--- src/rtl/pipeline_fg_prefetch.sv ---
// Foreground pixel prefetcher: issues credit-limited line fetches to the memory
// reader and buffers the returned pixels in a small FIFO for the chroma-key stage.
module pipeline_fg_prefetch #(
  parameter int R_WIDTH     = 5,
  parameter int G_WIDTH     = 6,
  parameter int B_WIDTH     = 5,
  parameter int PIXEL_SIZE  = R_WIDTH + G_WIDTH + B_WIDTH,
  parameter int FIFO_DEPTH  = 4,
  parameter int LINE_PIXELS = 640,
  parameter int X_WIDTH     = 11
) (
  input  logic                  clk,
  input  logic                  rst_n,
  input  logic                  frame_start,
  input  logic                  line_start,
  input  logic                  pixel_advance,
  output logic                  mem_req,
  output logic [X_WIDTH-1:0]    mem_index,
  input  logic                  mem_ready,
  input  logic                  mem_valid,
  input  logic [PIXEL_SIZE-1:0] mem_pixel,
  output logic [PIXEL_SIZE-1:0] fg_pixel_out,
  output logic                  fg_pixel_ready,
  output logic                  underrun
);

  localparam int PTR_W  = $clog2(FIFO_DEPTH);
  localparam int CNT_W  = PTR_W + 1;
  localparam int DISC_W = CNT_W + 2;

  typedef enum logic [1:0] {
    IDLE      = 2'd0,
    FETCH     = 2'd1,
    LINE_DONE = 2'd2
  } state_t;

  state_t state, state_next;

  logic [PIXEL_SIZE-1:0] fifo_mem [FIFO_DEPTH];
  logic [PTR_W-1:0]      wr_ptr, rd_ptr;
  logic [CNT_W-1:0]      count, outstanding;
  logic [CNT_W:0]        credit_used;
  logic [DISC_W-1:0]     discard, disc_sum;
  logic [X_WIDTH-1:0]    req_index;

  logic flush, accept, drop, push, pop, ret_dec, last_req, full, empty;

  assign flush       = line_start | frame_start;
  assign accept      = mem_req & mem_ready;
  assign empty       = (count == '0);
  assign full        = (count == CNT_W'(FIFO_DEPTH));
  assign drop        = mem_valid & (discard != '0);
  assign pop         = pixel_advance & ~empty & ~flush;
  // A push into a full FIFO is only taken when the same edge pops the head.
  assign push        = mem_valid & (discard == '0) & ~flush & (~full | pop);
  assign ret_dec     = mem_valid & ~drop & (outstanding != '0);
  assign last_req    = (req_index == X_WIDTH'(LINE_PIXELS - 1));
  assign credit_used = {1'b0, count} + {1'b0, outstanding};
  assign disc_sum    = discard + DISC_W'(outstanding);

  assign mem_index      = req_index;
  assign fg_pixel_ready = ~empty;
  assign fg_pixel_out   = empty ? '0 : fifo_mem[rd_ptr];

  always_ff @(posedge clk or negedge rst_n) begin
    if (!rst_n) begin
      state <= IDLE;
    end else begin
      state <= state_next;
    end
  end

  always_comb begin
    state_next = state;
    if (line_start) begin
      state_next = FETCH;
    end else if (frame_start) begin
      state_next = IDLE;
    end else if (state == FETCH && accept && last_req) begin
      state_next = LINE_DONE;
    end
  end

  always_comb begin
    mem_req = 1'b0;
    if (state == FETCH && !flush && credit_used < (CNT_W + 1)'(FIFO_DEPTH)) begin
      mem_req = 1'b1;
    end
  end

  // Requests still in flight at a flush are converted into pixels to discard.
  always_ff @(posedge clk or negedge rst_n) begin
    if (!rst_n) begin
      count       <= '0;
      wr_ptr      <= '0;
      rd_ptr      <= '0;
      outstanding <= '0;
      discard     <= '0;
      req_index   <= '0;
    end else if (flush) begin
      count       <= '0;
      wr_ptr      <= '0;
      rd_ptr      <= '0;
      outstanding <= '0;
      discard     <= disc_sum - DISC_W'(mem_valid && (disc_sum != '0));
      req_index   <= '0;
    end else begin
      count     <= count + CNT_W'(push) - CNT_W'(pop);
      wr_ptr    <= wr_ptr + PTR_W'(push);
      rd_ptr    <= rd_ptr + PTR_W'(pop);
      discard   <= discard - DISC_W'(drop);
      req_index <= req_index + X_WIDTH'(accept);
      if (accept && !ret_dec) begin
        outstanding <= outstanding + 1'b1;
      end else if (!accept && ret_dec) begin
        outstanding <= outstanding - 1'b1;
      end
    end
  end

  always_ff @(posedge clk) begin
    if (push) begin
      fifo_mem[wr_ptr] <= mem_pixel;
    end
  end

  always_ff @(posedge clk or negedge rst_n) begin
    if (!rst_n) begin
      underrun <= 1'b0;
    end else if (frame_start) begin
      underrun <= 1'b0;
    end else if (pixel_advance && empty && state != IDLE && !line_start) begin
      underrun <= 1'b1;
    end
  end

endmodule
--- config.mk ---
export PLATFORM = sky130hd
export DESIGN_NAME = pipeline_fg_prefetch
export DESIGN_NICKNAME = d
export VERILOG_FILES = /design/src/rtl/pipeline_fg_prefetch.sv
export SDC_FILE = /design/constraint.sdc
export NUM_CORES = 1
export LEC_CHECK = 0
export CORE_AREA = 2 2 92 94
export CTS_CLUSTER_DIAMETER = 30
export DETAILED_ROUTE_END_ITERATION = 10
export DIE_AREA = 0 0 94 96
export HOLD_SLACK_MARGIN = 0.12
export MAX_ROUTING_LAYER = met4
export PLACE_DENSITY_LB_ADDON = 0.15
export SLEW_MARGIN = 10
export SYNTH_ARGS = -nofsm -noshare
export SYNTH_HDL_FRONTEND = slang
export SYNTH_SLANG_ARGS = --single-unit
--- constraint.sdc ---
create_clock -name clk -period 3.2 [get_ports clk]
set_clock_uncertainty 0.1 [all_clocks]
set_input_delay 0.48 -clock clk [delete_from_list [all_inputs] [get_ports clk]]
set_output_delay 0.48 -clock clk [all_outputs]
set_load 0.01 [all_outputs]
==> out/metrics.csv, run 1 <==
stage,metric,value,unit
global_route,Global Route Usage Sum,0.189,
worst_setup_path,Worst setup SP type,register,
cells_and_area,most frequent cells in the layout,"edfxtp_1 (64), clkdlybuf4s50_1 (52), dfrtp_1 (28)",
worst_setup_path,reg-to-reg critical path startpoint,discard[0]$_DFF_PN0_,
floorplanning,die area,9020,sq um
sta,RSZ-0062 raised after global routing,false,
logic_synthesis,Post-Synthesis Cells,293,
global_route,GRT overflow,0,
sta,Tmin final,3020,ps
cts,cts hold-fix bufs,0,
placement,I/O Buffers,52,
job,maxcap violations,0,
logic_synthesis,main area contributors after synthesis,"edfxtp_1 (45%), dfrtp_1 (17%), mux4_2 (8.4%)",
placement,GP Congestion,0.832,
sta,final setup fails,0,
floorplanning,die width,94,um
global_route,global-route wire length before repair,12300,um
floorplanning,core area,8050,sq um
logic_synthesis,multiplexer area fraction after synthesis,0.0977,
logic_synthesis,Synth Area in Simple Gates,0.128,
cts,clock buffer depth,2,
power,Pleak,1.98,nW
detailed_routing,Routed Antenna Nets,0,
floorplanning,initial core utilization,0.534,
floorplanning,row count,33,
cells_and_area,flip-flop and latch area,2650,sq um
power,Internal,1.79,mW
cts,clock sinks,93,
power,clock power share,0.304,
cts,cells resized by post-CTS repair,0,
cts,Clock Latency Late Sink,360,ps
sta,final hold viol count,0,
logic_synthesis,prevailing post-synth register cell,edfxtp_1,
worst_setup_path,crit path kind,reg -> reg,
worst_setup_path,crit-path max FO,4,
cts,H-tree Lvls,3,
power,Net Sw Frac,0.273,
sta,final critical-path setup slack,177,ps
logic_synthesis,post-synthesis sequential area ratio,0.615,
power,Sequential Power Share,0.558,
floorplanning,Chip Height,96,um
cells_and_area,Final Instance Area,5260,sq um
detailed_routing,DR DRC count,0,
logic_synthesis,Synth Register Bits,93,
detailed_routing,WL/cell,15.7,um
logic_synthesis,Post-Syn Area,4300,sq um
cells_and_area,"most common cell after layout, fill and taps aside",edfxtp_1,
cells_and_area,layout cells sized above 1,0.168,
hold_path,Worst Hold Class,in -> async,
logic_synthesis,syn nets,334,
cts,Root Driver,clkbuf_8,
logic_synthesis,Post-synth EDFFs,64,
cells_and_area,Synth-to-Final Area Change,22.3,%
logic_synthesis,Synth Area in Adders,0.0576,
worst_setup_path,CP required,3340,ps
global_route,vias in the first global route,2589,
worst_setup_path,worst path arrival time,3170,ps
detailed_routing,final wirelength,7440,um
floorplanning,I/O pins,53,
power,Power Dens Cells,467,nW/um^2
cts,"Clk pin slew, worst setup/hold paths",100,ps
cells_and_area,Fill cells,611,
sta,highest clock rate,331,MHz
power,Comb power frac,0.138,
global_route,largest net degree at the start of global routing,30,
logic_synthesis,Synth cell types,47,
logic_synthesis,Post-Syn Area per Cell,14.7,sq um
worst_setup_path,crit path from,discard[0]$_DFF_PN0_,
run_status,outcome,completed,
power,total power,2.46,mW
logic_synthesis,main combinational cell family by area after synthesis,simple AND/OR/NAND/NOR gates,
sta,setup TNS,0,ps
logic_synthesis,Synth area leader,edfxtp_1,
logic_synthesis,Post-synth ARST share,0.312,
detailed_routing,Via density,5.40,
global_route,initial antenna violation count,0,
placement,Detailed Place HPWL,5070,um
placement,Place WS,33.2,ps
sta,Max transition margin,0.746,
logic_synthesis,top cell type's share of synthesized area,0.447,
cts,CTS tree,yes,
logic_synthesis,Ys Warns,0,
sta,actual slew at the worst max-slew pin,382,ps
cells_and_area,multi-input logic area,1560,sq um
detailed_routing,First DRT Iteration DRCs,70,
sta,fin crit share,0.945,
placement,placed cell area,5060,sq um
cells_and_area,# diodes,0,
power,worst-case vdd ir drop,0.354,mV
sta,"Slew Viols, Final",0,
logic_synthesis,Post-Synth XOR/XNOR Area,0.0439,
power,Net Sw Power,0.672,mW
cells_and_area,utilization after layout,0.654,
cts,TritonCTS Buffers,9,
detailed_routing,DR vias,2558,
detailed_routing,drt first pass iters,4,
cts,post-CTS setup buffers,0,
cells_and_area,nets@finish,405,
logic_synthesis,Compound-Gate Fraction of Synth Area,0.0300,
worst_setup_path,Critical Path End Type,register,
power groups by stage:
stage | Sequential (mW) | Combinational, mW | Clock (mW)
after global routing | 1.38 | 0.389 | 0.811
after CTS | 1.37 | 0.338 | 0.768
after global placement | 1.40 | 0.327 | 0
after floorplan | 1.39 | 0.231 | 0
after detailed placement | 1.40 | 0.337 | 0
final | 1.37 | 0.340 | 0.746
path summary, 6_finish.rpt:
path	to	slack, ps	depth (start not counted)
hold / removal	discard[1]$_DFF_PN0_	390	2
hold reg to reg	underrun$_DFFE_PN0P_	450	2
min in group clk	underrun$_DFFE_PN0P_	450	2
setup / recovery	discard[4]$_DFF_PN0_	180	12
max in group asynchronous	outstanding[0]$_DFFE_PN0P_	2310	2
setup reg to reg	discard[4]$_DFF_PN0_	180	12
flip-flops by register name (all words and copies together), names as in the netlist:
signal,flops
state,2
count,3
fifo_mem,64
rd_ptr,2
outstanding,3
mem_index,11
discard,5
underrun,1
wr_ptr,2
cell type report:
cell class,instances,share of cell area
Clock buffer,9,0.0235
Multi-Input combinational cell,173,0.296
Sequential cell,93,0.503
Tap cell,105,0.0250
Inverter,17,0.0124
Clock inverter,7,0.0133
Timing Repair Buffer,70,0.127
cells in the mapped netlist, types with 2 or more instances:
| master | instances |
|---|---|
| xor2_1 | 8 |
| nor2b_1 | 18 |
| inv_1 | 16 |
| nand3_1 | 9 |
| a21oi_1 | 3 |
| mux4_2 | 16 |
| buf_2 | 3 |
| nand4_1 | 3 |
| and4_1 | 2 |
| nor3b_2 | 2 |
| and2_1 | 5 |
| mux2i_1 | 6 |
| ha_1 | 15 |
| fa_1 | 3 |
| edfxtp_1 | 64 |
| dfrtp_1 | 29 |
| nor3b_1 | 3 |
| nand2_1 | 13 |
| o32ai_1 | 2 |
| xnor2_1 | 11 |
| nor2_1 | 18 |
| clkbuf_1 | 5 |
| or3_1 | 5 |
| and3_1 | 3 |
| nor3_1 | 6 |
| o21ai_0 | 4 |
worst max-delay path, stage by stage (launching register included):
cell	delay, ps
dfrtp_1	420
ha_1	190
inv_1	50
fa_1	450
nor2b_2	190
o22ai_2	130
o41a_1	440
ha_1	210
ha_1	220
inv_1	80
o21ai_0	90
o32ai_1	260
a211oi_1	80
cells by family (layout without fill, tap and decap cells):
family,count (synthesis),after routing
and+or+nand+nor,95,95
DFF,93,93
buffers and inverters,27,103
muxes,22,22
xor gates and xnor gates,20,20
adders and majority gates,18,18
AOI/OAI and AO/OA,18,18
per-layer routing:
layer,wire length (um),GRT usage
met2,3660,0.308
met4,125,0.0652
met1,3390,0.236
met3,256,0.0415
met5,0,-
per-stage QoR:
stage | instances | hold slack, ps
final | 474 | 392
after floorplan | 293 | 84.4
after global placement | 458 | 427
after global routing | 474 | 431
after detailed placement | 458 | 429
after CTS | 474 | 400
Power figures use the tool's default switching activity.
==> inputs of run 2 (changes only) <==
--- a/config.mk
+++ b/config.mk
@@ -9,7 +9,6 @@
 export CTS_CLUSTER_DIAMETER = 30
 export DETAILED_ROUTE_END_ITERATION = 10
 export DIE_AREA = 0 0 94 96
-export HOLD_SLACK_MARGIN = 0.12
 export MAX_ROUTING_LAYER = met4
 export PLACE_DENSITY_LB_ADDON = 0.15
 export SLEW_MARGIN = 10
==> results of run 2 <==
No change in the layout: final DEF, timing and power equal those of run 1.
==> inputs of run 3 (changes only) <==
--- a/config.mk
+++ b/config.mk
@@ -9,6 +9,7 @@
 export CTS_CLUSTER_DIAMETER = 30
 export DETAILED_ROUTE_END_ITERATION = 10
 export DIE_AREA = 0 0 94 96
+export GPL_ROUTABILITY_DRIVEN = 0
 export MAX_ROUTING_LAYER = met4
 export PLACE_DENSITY_LB_ADDON = 0.15
 export SLEW_MARGIN = 10
==> results of run 3 <==
No change in the layout: final DEF, timing and power equal those of run 1.
